`src/rtl/csa_pkg.sv`:
```
// csa_pkg: shared widths and word type for the carry-select adder
package csa_pkg;
    localparam int CSA_WIDTH = 8;
    localparam int CSA_BLOCK = 4;
    typedef logic [CSA_WIDTH-1:0] csa_word_t;
endpackage

```
`src/rtl/rca_4_bit.sv`:
```
// rca_4_bit: 4-bit ripple-carry adder with block propagate
module rca_4_bit
    import csa_pkg::*;
(
    input  logic [CSA_BLOCK-1:0] a,
    input  logic [CSA_BLOCK-1:0] b,
    input  logic                 c_in,
    output logic [CSA_BLOCK-1:0] sum,
    output logic                 c_out,
    output logic                 p
);
    logic [CSA_BLOCK:0] w_c;
    assign w_c[0] = c_in;
    for (genvar i = 0; i < CSA_BLOCK; i++) begin : g_fa
        assign sum[i]   = a[i] ^ b[i] ^ w_c[i];
        assign w_c[i+1] = (a[i] & b[i]) | (w_c[i] & (a[i] ^ b[i]));
    end
    assign c_out = w_c[CSA_BLOCK];
    assign p     = &(a ^ b);
endmodule

```
`src/rtl/csa_8_bit.sv`:
```
// csa_8_bit: 8-bit carry-select adder, one registered pipeline stage
module csa_8_bit
    import csa_pkg::*;
(
    input  logic      clk,
    input  logic      rst,
    input  csa_word_t a,
    input  csa_word_t b,
    input  logic      c_in,
    output csa_word_t sum,
    output logic      c_out,
    output logic      p
);
    logic [CSA_BLOCK-1:0] w_s_lo, w_s0, w_s1;
    logic                 w_c4, w_co0, w_co1, w_p_lo, w_p_hi0, w_p_hi1;
    rca_4_bit u_lo (
        .a(a[CSA_BLOCK-1:0]), .b(b[CSA_BLOCK-1:0]), .c_in(c_in),
        .sum(w_s_lo), .c_out(w_c4), .p(w_p_lo)
    );
    rca_4_bit u_hi0 (
        .a(a[CSA_WIDTH-1:CSA_BLOCK]), .b(b[CSA_WIDTH-1:CSA_BLOCK]), .c_in(1'b0),
        .sum(w_s0), .c_out(w_co0), .p(w_p_hi0)
    );
    rca_4_bit u_hi1 (
        .a(a[CSA_WIDTH-1:CSA_BLOCK]), .b(b[CSA_WIDTH-1:CSA_BLOCK]), .c_in(1'b1),
        .sum(w_s1), .c_out(w_co1), .p(w_p_hi1)
    );
    // both high blocks see identical operands, so their propagates agree
    always_ff @(posedge clk or posedge rst) begin
        if (rst) begin
            sum   <= '0;
            c_out <= 1'b0;
            p     <= 1'b0;
        end else begin
            sum   <= {w_c4 ? w_s1 : w_s0, w_s_lo};
            c_out <= w_c4 ? w_co1 : w_co0;
            p     <= w_p_lo & w_p_hi0 & w_p_hi1;
        end
    end
endmodule

```
`config.mk`:
```
export PLATFORM = sky130hd
export DESIGN_NAME = csa_8_bit
export DESIGN_NICKNAME = d
export VERILOG_FILES = /design/src/rtl/csa_pkg.sv /design/src/rtl/rca_4_bit.sv /design/src/rtl/csa_8_bit.sv
export SDC_FILE = /design/constraint.sdc
export NUM_CORES = 1
export LEC_CHECK = 0
export ABC_AREA = 1
export ABC_CLOCK_PERIOD_IN_PS = 800
export CAP_MARGIN = 20
export CELL_PAD_IN_SITES_DETAIL_PLACEMENT = 1
export CELL_PAD_IN_SITES_GLOBAL_PLACEMENT = 2
export CORE_UTILIZATION = 34
export DETAILED_ROUTE_END_ITERATION = 7
export DONT_BUFFER_PORTS = 1
export GPL_TIMING_DRIVEN = 0
export PLACE_DENSITY = 0.73
export SLEW_MARGIN = 25
export SYNTH_ARGS = -nofsm -noshare
export SYNTH_HDL_FRONTEND = slang
export SYNTH_SLANG_ARGS = --single-unit
```
`constraint.sdc`:
```
create_clock -name clk -period 0.8 [get_ports clk]
set_clock_uncertainty 0.05 [all_clocks]
set_input_delay 0.08 -clock clk [delete_from_list [all_inputs] [get_ports clk]]
set_output_delay 0.08 -clock clk [all_outputs]
set_load 0.05 [all_outputs]
```
==> impl_metrics.json <==
{
  "slew_headroom": 0.700,
  "numCtsBuffers": 3,
  "yosysSeqAreaShare": 0.410,
  "status": "complete, but fails checks",
  "async_reset_ff_frac": 1.00,
  "nNetsFinal": 95,
  "power.leakage_nw": 0.376,
  "clk_pin_slew_ns": 0.06,
  "ys_top_cells_by_count": "inv_1, dfrtp_1, ha_1",
  "drv_slew": 0,
  "place_inst": 77,
  "min_period_ns": 2.58,
  "crit_fanout": 2,
  "fin_total_pwr_w": 0.00147,
  "fin_crit_sh": 3.23,
  "cp_common_cell": "fa_2",
  "p_int_w": 0.000873,
  "pwr-share-seq": 0.639,
  "wl_per_cell_um": 11.5,
  "fp-row-count": 14,
  "syn_area_per_cell_um2": 11.5,
  "postSynthNetCount": 88,
  "critPathTopFamily": "adder cells",
  "portBuffers": 0,
  "antenna_found_initial": 0,
  "syn_inst": 53,
  "start_kind": "primary input",
  "netlist_area_um2": 611,
  "fp.dieH_um": 44.4,
  "first_pass_iters": 2,
  "worst-path-buf-inv": 4,
  "drt_iter0_markers": 2,
  "initial_utilization": 0.383,
  "rsz0062_at_grt": "true",
  "yosys_most_used_dff": "dfrtp_1",
  "grt_pass1_vias": 406,
  "drt-total-wl_um": 939,
  "root_buffer": "clkbuf_4",
  "vias_per_cell": 4.04,
  "required_ns": 0.95,
  "dp_hpwl_um": 813,
  "p_comb_frac": 0.141,
  "grt_first_pass_wirelength_um": 1550,
  "violations": "negative hold slack, negative setup slack",
  "design_area_um2": 744,
  "path_cells": "clkinv_16, fa_2, inv_2, fa_2, fa_2, fa_2, nor2_2, a21oi_2, fa_2, fa_2, inv_2, fa_1, inv_1",
  "ir_drop_mv": 0.779,
  "power_density_nw_per_um2": 1970,
  "grt_usage": 0.117,
  "synth_top_cells_by_area": "dfrtp_1, fa_1, ha_1, inv_1, nand2_1",
  "hold_viol_final": 5,
  "synth_cell_types": 8,
  "hold_path_class": "in -> reg",
  "synth-edff-count": 0,
  "worst_pin_slew_ns": 0.451,
  "power.switching_w": 0.000594,
  "cp.arrival_ns": 2.73,
  "ant_nets": 0,
  "areaGrowthSynthToFinish_pct": 21.9,
  "layout-drive-gt1-share": 0.379,
  "diodes": 0,
  "place_congestion": 0.592,
  "setup_viol": 18,
  "cp-end-kind": "flop",
  "yosysTopAreaCell": "dfrtp_1",
  "tritoncts": "built",
  "slowest_delay_ns": 0.40,
  "ys_seq_elements": 10,
  "grt_max_degree": 11,
  "fp.dieW_um": 44.4,
  "io_pins": 29,
  "maxCapViolations": 0,
  "cts_buffer_depth": 2,
  "fin_cells": 82,
  "core_um2": 1590,
  "dpl_cell_area_um2": 673,
  "switching_share": 0.405,
  "overflow": 0,
  "drc_errors": 0,
  "cts_hold_buf": 1,
  "dr_total_vias": 331,
  "max_freq_mhz": 387,
  "path_class": "in -> reg",
  "p_clk_frac": 0.221,
  "layout_setup_ws_ns": -1.78,
  "ys.warnings.count": 0,
  "clkSinkCount": 10,
  "crit_slowest_cell": "fa_1",
  "dieArea_um2": 1970,
  "synth_most_common_cell": "inv_1",
  "n_fill_cell": 172,
  "fin_hold_ws_ns": -0.0238,
  "h-tree-depth": 1,
  "synth_top_area_share": 0.410
}
-- metal layers --
metal  global-route usage  part of all wire  vias up
met3               0.0327              0.11        2
met1                0.102              0.30      154
met2                0.218              0.57       20
li1                     -                 -      155
met5                    0                 0        -
met4               0.0909             0.017        0
-- layout by cell type, fill, tap and decap left out, drive strengths merged --
cell type | netlist | final
a21oi | 1 | 1
buf | 0 | 1
clkbuf | 0 | 3
clkinv | 0 | 1
dfrtp | 10 | 10
dlygate4sd3 | 0 | 1
fa | 7 | 7
ha | 9 | 9
inv | 17 | 16
nand2 | 6 | 6
nor2 | 2 | 2
xor2 | 1 | 1
-- repair_timing --
action,4_1_cts,5_1_grt
hold endpoints to repair,15,5
pin swaps,2,0
gates resized for setup,8,3
endpoints found under the setup margin,18,18
setup buffers,1,0
-- final timing paths --
path / slack, ns / depth (start not counted) / to / startpoint
worst max-delay path: -1.78 / 13 / sum[7] / a[0]
worst min-delay path: -0.02 / 1 / sum[6] / b[6]
max in group asynchronous: 0.20 / 2 / sum[4] / rst
min in group asynchronous: 0.20 / 2 / p / rst
-- registers in the layout, summed over array words and instances, names as in the netlist --
| name | flops |
|---|---|
| c_out | 1 |
| sum | 8 |
| p | 1 |
-- cell families (layout without fill, tap and decap cells) --
kind of cell | after synthesis | count (layout) | share of synthesized area
AO/OA/AOI/OAI | 1 | 1 | 0.00819
XOR/XNOR | 1 | 1 | 0.0143
adder cells (fa/ha/maj) | 16 | 16 | 0.414
buffers and inverters | 17 | 22 | 0.105
flip-flops | 10 | 10 | 0.410
AND/OR/NAND/NOR | 8 | 8 | 0.0492
-- per-stage QoR --
step                setup slack, ns  TNS, ns   util
floorplan                     -2.03    -9.55      -
global placement              -2.11    -9.99  0.422
detailed placement            -2.16   -10.31  0.422
CTS                           -1.79    -9.39  0.457
global route                  -1.86    -9.85  0.467
finish                        -1.78    -9.25  0.467
-- area by class of cell --
| class | instances | area [um^2] | share of cell area |
|---|---|---|---|
| sequential | 10 | 256 | 0.345 |
| clock buffer | 3 | 22.5 | 0.0303 |
| tap | 24 | 30.0 | 0.0403 |
| inverter | 17 | 100 | 0.134 |
| timing repair buffer | 2 | 17.5 | 0.0235 |
| multi-input combinational | 26 | 318 | 0.427 |
-- power groups by stage --
stage,clock (W),combinational (W),sequential [W]
final,0.000324,0.000207,0.000937
after global routing,0.000360,0.000254,0.000944
after CTS,0.000343,0.000214,0.000940
after detailed placement,0,0.000198,0.000939
after global placement,0,0.000184,0.000937
after floorplan,0,0.000148,0.000928
(Power assumes the default switching activity.)
